File: src/rtl/hazard_ctrl.sv
// Pipeline hazard controller: load-use and ID-branch operand stalls, IF/ID flush on
// taken redirect, and saturating stall/flush performance counters.
module hazard_ctrl #(
  parameter int          CNT_W      = 32,
  parameter logic [2:0]  NPC_BRANCH = 3'b001,
  parameter logic [2:0]  NPC_JUMP   = 3'b010,
  parameter logic [2:0]  NPC_JALR   = 3'b100
) (
  input  logic             clk,
  input  logic             rst,
  input  logic [4:0]       IF_ID_rs1,
  input  logic [4:0]       IF_ID_rs2,
  input  logic             use_rs1,
  input  logic             use_rs2,
  input  logic [2:0]       NPCOp,
  input  logic             branch_taken,
  input  logic [4:0]       ID_EX_rd,
  input  logic             ID_EX_RegWrite,
  input  logic             ID_EX_MemRead,
  input  logic [4:0]       EX_MEM_rd,
  input  logic             EX_MEM_MemRead,
  output logic             PC_write,
  output logic             IF_ID_write,
  output logic             ID_EX_bubble,
  output logic             IF_ID_flush,
  output logic [CNT_W-1:0] stall_cycles,
  output logic [CNT_W-1:0] flush_cycles
);

  localparam logic [0:0] IDLE  = 1'b0;
  localparam logic [0:0] STALL = 1'b1;
  localparam logic [CNT_W-1:0] CNT_MAX = '1;

  logic [0:0] state_reg;
  logic [0:0] state_next;
  logic       branch_class;
  logic       match_ex;
  logic       match_mem;
  logic [1:0] need;
  logic       stall;
  logic       flush;

  assign branch_class = (NPCOp == NPC_BRANCH) || (NPCOp == NPC_JALR) || (NPCOp == NPC_JUMP);

  // A reader of x0 or an unused operand can never depend on an in-flight result.
  assign match_ex  = (use_rs1 && IF_ID_rs1 != 5'd0 && IF_ID_rs1 == ID_EX_rd) ||
                     (use_rs2 && IF_ID_rs2 != 5'd0 && IF_ID_rs2 == ID_EX_rd);
  assign match_mem = (use_rs1 && IF_ID_rs1 != 5'd0 && IF_ID_rs1 == EX_MEM_rd) ||
                     (use_rs2 && IF_ID_rs2 != 5'd0 && IF_ID_rs2 == EX_MEM_rd);

  always_comb begin
    need = 2'd0;
    if (branch_class && ID_EX_MemRead && match_ex)
      need = 2'd2;
    else if (branch_class && ID_EX_RegWrite && match_ex)
      need = 2'd1;
    else if (branch_class && EX_MEM_MemRead && match_mem)
      need = 2'd1;
    else if (!branch_class && ID_EX_MemRead && match_ex)
      need = 2'd1;
  end

  always_comb begin
    stall      = 1'b0;
    state_next = IDLE;
    if (!rst) begin
      if (state_reg == STALL) begin
        stall = 1'b1;
      end else begin
        stall = (need != 2'd0);
        if (need == 2'd2)
          state_next = STALL;
      end
    end
  end

  // Stale operands make branch_taken meaningless while stalled.
  assign flush        = !rst && !stall && branch_taken;
  assign PC_write     = !stall;
  assign IF_ID_write  = !stall;
  assign ID_EX_bubble = stall;
  assign IF_ID_flush  = flush;

  always_ff @(posedge clk) begin
    if (rst) begin
      state_reg    <= IDLE;
      stall_cycles <= '0;
      flush_cycles <= '0;
    end else begin
      state_reg <= state_next;
      if (stall && stall_cycles != CNT_MAX)
        stall_cycles <= stall_cycles + 1'b1;
      if (flush && flush_cycles != CNT_MAX)
        flush_cycles <= flush_cycles + 1'b1;
    end
  end

endmodule

File: config.mk
export PLATFORM = sky130hd
export DESIGN_NAME = hazard_ctrl
export DESIGN_NICKNAME = d
export VERILOG_FILES = /design/src/rtl/hazard_ctrl.sv
export SDC_FILE = /design/constraint.sdc
export NUM_CORES = 1
export LEC_CHECK = 0
export CAP_MARGIN = 20
export CORE_ASPECT_RATIO = 0.7
export CORE_MARGIN = 2
export CORE_UTILIZATION = 40
export DETAILED_ROUTE_END_ITERATION = 6
export HOLD_SLACK_MARGIN = 0.1
export PLACE_DENSITY = 0.68
export SLEW_MARGIN = 20
export SYNTH_ARGS = -nofsm -noshare
export SYNTH_HDL_FRONTEND = slang
export SYNTH_SLANG_ARGS = --single-unit
File: constraint.sdc
create_clock -name clk -period 3.4 [get_ports clk]
set_input_delay 0.51 -clock clk [delete_from_list [all_inputs] [get_ports clk]]
set_output_delay 0.51 -clock clk [all_outputs]
set_load 0.02 [all_outputs]
-- Word-level counts from Yosys, hierarchy flattened
Index checks and enable logic that the tools add are counted.
- add/subtract/negate cells: 2
- eq/ne operators: 10
- mux-type cells: 7
- reductions and logical operators: 29
- operators by type and width (kind ; count):
    $add 32x1->32 const B ; 2
    $ne 32x32->1 const B ; 2
    $eq 5x5->1 ; 4
    $logic_and 1x1->1 ; 18
    $reduce_bool 5->1 ; 2
    $mux 1 ; 6
    $logic_or 1x1->1 ; 4
    $eq 3x1->1 const B ; 1
    $eq 3x2->1 const B ; 1
    $eq 3x3->1 const B ; 1
    $logic_not 1->1 ; 3
    $eq 2x2->1 const B ; 1
    $mux 2 ; 1
    $reduce_bool 2->1 ; 1
    $reduce_or 2->1 ; 1
- register bits after elaboration: 65
- bits of input ports: 31
- output and inout bits: 68
- word-level logic and storage cells: 51

-- Logic depth before layout (Yosys ltp)
- depth after elaboration: 17
- depth in mapped cells: 10
- gate-level depth less buffers: 8

-- Worst setup path after synthesis
Ideal clock, no wire load.
- kind: input to output
- start: input port IF_ID_rs2[1]
- end: output port PC_write
- arrival time: 2.396 ns
- data required time: 2.890 ns
- slack: 0.494 ns
- stages: 10
- path buffers: 4
- path through: or4_1 > o21ai_1 > nand4b_1 > a21o_2 > and3b_1 > buf_2 > buf_4 > buf_2 > or2_2 > buf_4
- word-level cells in the longest chain between the ends: 13
- elaborated cells between the ends (all ways): 20
- those cells by class: eq/ne (2); mux (6); reduce/logical (12)
- ends and longest elaborated chain (item ; RTL line ; text):
    start, declared ; 12 ; input logic [4:0] IF_ID_rs2,
    $reduce_bool 5->1 ; 47, 49 ;
    $logic_and 1x1->1 ; 47, 49 ;
    $logic_and 1x1->1 ; 47 ; (use_rs2 && IF_ID_rs2 != 5'd0 && IF_ID_rs2 == ID_EX_rd);
    $logic_or 1x1->1 ; 46 ; assign match_ex = (use_rs1 && IF_ID_rs1 != 5'd0 && IF_ID_rs1 == ID_EX_rd) ||
    $logic_and 1x1->1 ; 59 ; else if (!branch_class && ID_EX_MemRead && match_ex)
    $mux 1 ; 59 ;
    $mux 1 ; 57 ; else if (branch_class && EX_MEM_MemRead && match_mem)
    $mux 1 ; 55 ; else if (branch_class && ID_EX_RegWrite && match_ex)
    $mux 2 (*) ; 53 ; if (branch_class && ID_EX_MemRead && match_ex)
    $reduce_bool 2->1 (*) ; 70 ; stall = (need != 2'd0);
    $mux 1 (*) ; 67 ; if (state_reg == STALL) begin
    $mux 1 (*) ; 66 ; if (!rst) begin
    $logic_not 1->1 (*) ; - ;
    end, declared ; 22 ; output logic PC_write,
Every way passes the cells marked *; elsewhere a longest branch is shown, timed or not.

-- Worst setup path in the final report
- start: input port IF_ID_rs1[2]
- end: output port ID_EX_bubble
- word-level cells in the longest chain between the ends: 12
- elaborated cells between the ends (all ways): 19
- those cells by class: eq/ne (2); mux (6); reduce/logical (11)
- ends and longest elaborated chain (item ; RTL line ; text):
    start, declared ; 11 ; input logic [4:0] IF_ID_rs1,
    $reduce_bool 5->1 ; 46, 48 ;
    $logic_and 1x1->1 ; 46, 48 ;
    $logic_and 1x1->1 ; 46 ;
    $logic_or 1x1->1 ; 46 ;
    $logic_and 1x1->1 ; 59 ;
    $mux 1 ; 59 ;
    $mux 1 ; 57 ;
    $mux 1 ; 55 ;
    $mux 2 (*) ; 53 ;
    $reduce_bool 2->1 (*) ; 70 ;
    $mux 1 (*) ; 67 ;
    $mux 1 (*) ; 66 ;
    end, declared ; 24 ; output logic ID_EX_bubble,
Marks and branches as above.

==> summary.md <==
| Metric | Value |
|---|---|
| Initial Util | 0.410 |
| Drt first pass iters | 5 |
| Status | complete, no violations |
| DR WL/cell | 15.2 um |
| Proportion of synthesized area in mux cells | 0.0301 |
| Mapped Nets | 492 |
| Maximum VDD drop | 297 uV |
| EDFF count, synth | 0 |
| Initial antenna violation count | 0 |
| First-pass GRT wire length | 17.0 mm |
| Core Rows | 29 |
| Final Util | 0.558 |
| Yosys warns | 0 |
| Internal power | 0.00135 W |
| Post-synthesis simple-gate area fraction | 0.334 |
| Max incr delay on CP | 540 ps |
| Syn Area/Cell | 8.06 um2 |
| Largest family of logic cells by synthesized area | simple AND/OR/NAND/NOR gates |
| Post-synth top cells | dfxtp_1 (65), a21oi_1 (51), nand2_1 (32), or4_1 (31), nand3_1 (29) |
| Vias in the first global route | 3,574 |
| Total Power | 0.00174 W |
| Worst path cell trace | clkdlybuf4s50_1 -> or4_1 -> o21ai_1 -> nand4b_1 -> a21o_2 -> and3b_1 -> or2_2 -> inv_1 -> dlygate4sd2_1 |
| Worst clock skew | 4.96 ps |
| Synth Instances | 459 |
| XOR/XNOR Fraction of Synth Area | 0.0497 |
| Die Y | 84.5 um |
| Synth Cell Area | 3700 um2 |
| Req. time, crit path | 2890 ps |
| CP Capture Type | primary output |
| # clock sinks | 65 |
| Slowest-stage cell, CP | or4_1 |
| Clock tree from TritonCTS | done |
| Congestion Overflow GR | 0 |
| R2r startpoint | stall_cycles[9]$_SDFFE_PP0P_ |
| Yosys top cell area share | 0.352 |
| Largest net degree at the start of global routing | 69 |
| Iteration-0 DRC Markers | 221 |
| Worst setup margin | 187 ps |
| Post-Synth Adder-Cell Area | 0.00676 |
| Hold Fails Final Rpt | 0 |
| CP startpoint | IF_ID_rs1[2] |
| Die width | 119 um |
| H-tree depth | 3 |
| Later-pin clock latency in the skew report | 320 ps |
| Top_reg_cell synth | dfxtp_1 |
| Drt total wl | 10.3 mm |
| Hpwl dp | 7.34 mm |
| Power Dens Cells | 346 nW/um2 |
| Register share of total power | 0.441 |
| Startpoint Class | input pin |
| Net Sw Power | 0.000391 W |
| Worst r2r path cells | 7 |
| Vias per std cell | 5.69 |
| CTS buffer count | 9 |
| Fraction of registers with async set/reset | 0 |
| GP Congestion | 0.852 |
| Pre-CTS setup slack | -40.2 ps |
| Fmax | 311 MHz |
| Post-route ant nets | 0 |
| Ranking of synthesized cells by area | dfxtp_1 (35%), a21oi_1 (6.9%), or4_1 (6.3%), o31ai_1 (5.5%), nand3_1 (3.9%) |
| I/O pins | 99 |
| Max_slew headroom | 0.530 |
| Worst-Margin Slew | 705 ps |
| Max-cap violations | 0 |
| Tot GR Track Use | 0.203 |
| Worst EP arrival | 2700 ps |
| Hold_buf cts | 0 |
| Max Root-Sink Buffers | 2 |
| Leakage | 1.57 nW |
| Synth Area in Compound Gates | 0.185 |
| Root buffer cell | clkbuf_16 |
| Hold Crit Class | reg2reg |
| Count leader, synth | dfxtp_1 |
| Drc violations | 0 |
| Crit Reg-Reg Endpoint | stall_cycles[29]$_SDFFE_PP0P_ |
| Via count | 3,853 |
| Switching Share | 0.224 |
| Worst Hold Path EP | flush_cycles[13]$_SDFFE_PP0P_ |
| Hold Startpoint | flush_cycles[13]$_SDFFE_PP0P_ |
| Seq/Total Area, Yosys | 0.352 |
| Die ar. | 10,000 um2 |
| Reg2Reg Setup Slack | 840 ps |
| Crit-path max FO | 3 |
| Ant diodes | 0 |
| RSZ-0062 raised after global routing | false |
| Comb power frac | 0.078 |
| Hold Crit Depth | 2 |
| Crit path kind | in2out |
| Yosys reg bits | 65 |
| Max-slew violations | 0 |
| Synth cell types | 46 |
| Fraction of layout cells with a size suffix above 1 | 0.0669 |
| Synth area leader | dfxtp_1 |
| Std-Cell Core Area | 9030 um2 |
| Number of nets in the layout | 583 |
| Period utilization | 0.945 |
| Final Critical Period | 3210 ps |
| Endpoints failing setup | 0 |
| Area delta synth->final | 36.2% |
| Reg clk slew, reported paths | 50 ps |
| PortBufs | 98 |
| Setup Buffers After CTS | 0 |
| Clock power share | 0.481 |
==> layer usage <==
layer	up-vias	wire length, um	global-route usage
met5	-	0	0
met4	0	63	0.0509
met3	4	674	0.0510
met2	123	4610	0.317
met1	1802	4920	0.282
li1	1924	-	-
==> cell type report <==
class	count	area, um2
Inverter	10	37.5
Clock inverter	3	17.5
Tap cell	124	155
Fill cell	855	4000
Multi-Input combinational cell	359	2250
Timing Repair Buffer	105	1030
Sequential cell	65	1300
Clock buffer	11	253
==> cell usage in the layout, fill, tap and decap left out, drive strengths merged, types with 3 or more instances in the layout <==
cell	n
and2	5
inv	10
buf	8
or3	21
nor2	20
and4	7
nor4	7
xor2	11
o21ai	23
and3	14
nand2	32
nand4	12
a21oi	51
nand3	30
o21a	3
mux2	9
dlygate4sd2	3
clkdlybuf4s50	93
o31ai	27
dfxtp	65
nor2b	9
nor3	11
clkbuf	11
nand4b	4
xnor2	10
or4	31
==> repair_timing <==
| item | in CTS | in global routing |
|---|---|---|
| gates resized for setup | 4 | 1 |
| pin swaps | 0 | 0 |
| hold endpoints to repair | 0 | 0 |
| setup endpoints to repair | 3 | 1 |
==> worst max-delay path, delay by kind of cell <==
kind            cells  cell delay (ps)
simple gates        4             1000
buf+inv             3              830
compound gates      2              360
==> per-stage QoR <==
stage          setup TNS (ps)  area (um2)  hold WS, ps  instances
2_1_floorplan               0        3700          485        459
3_3_place_gp                0        4760          473        663
3_5_place_dp            -87.7        4760          485        663
4_1_cts                     0        5040          493        677
5_1_grt                     0        5040          515        677
6_report                    0        5040          490        677
==> power by group through the flow <==
stage | sequential (W) | combinational [W] | clock [W]
finish | 0.000768 | 0.000135 | 0.000838
detailed placement | 0.000784 | 0.000136 | 0
floorplan | 0.000786 | 0.0000662 | 0
CTS | 0.000768 | 0.000136 | 0.000854
global placement | 0.000784 | 0.000133 | 0
global route | 0.000768 | 0.000148 | 0.000891
==> kinds of logic after synthesis <==
family | count (synthesis)
simple gates | 212
compound gates | 114
flops | 65
buf+inv | 35
xor+xnor | 21
mux | 10
fa+ha+maj | 2
==> how the worst max path moves through the flow <==
stage,end,depth (start not counted)
floorplan,PC_write,10
detailed placement,IF_ID_write,8
CTS,IF_ID_flush,8
global placement,ID_EX_bubble,9
global route,ID_EX_bubble,9
finish,ID_EX_bubble,9
No activity file was read; power rests on OpenSTA's default activity.
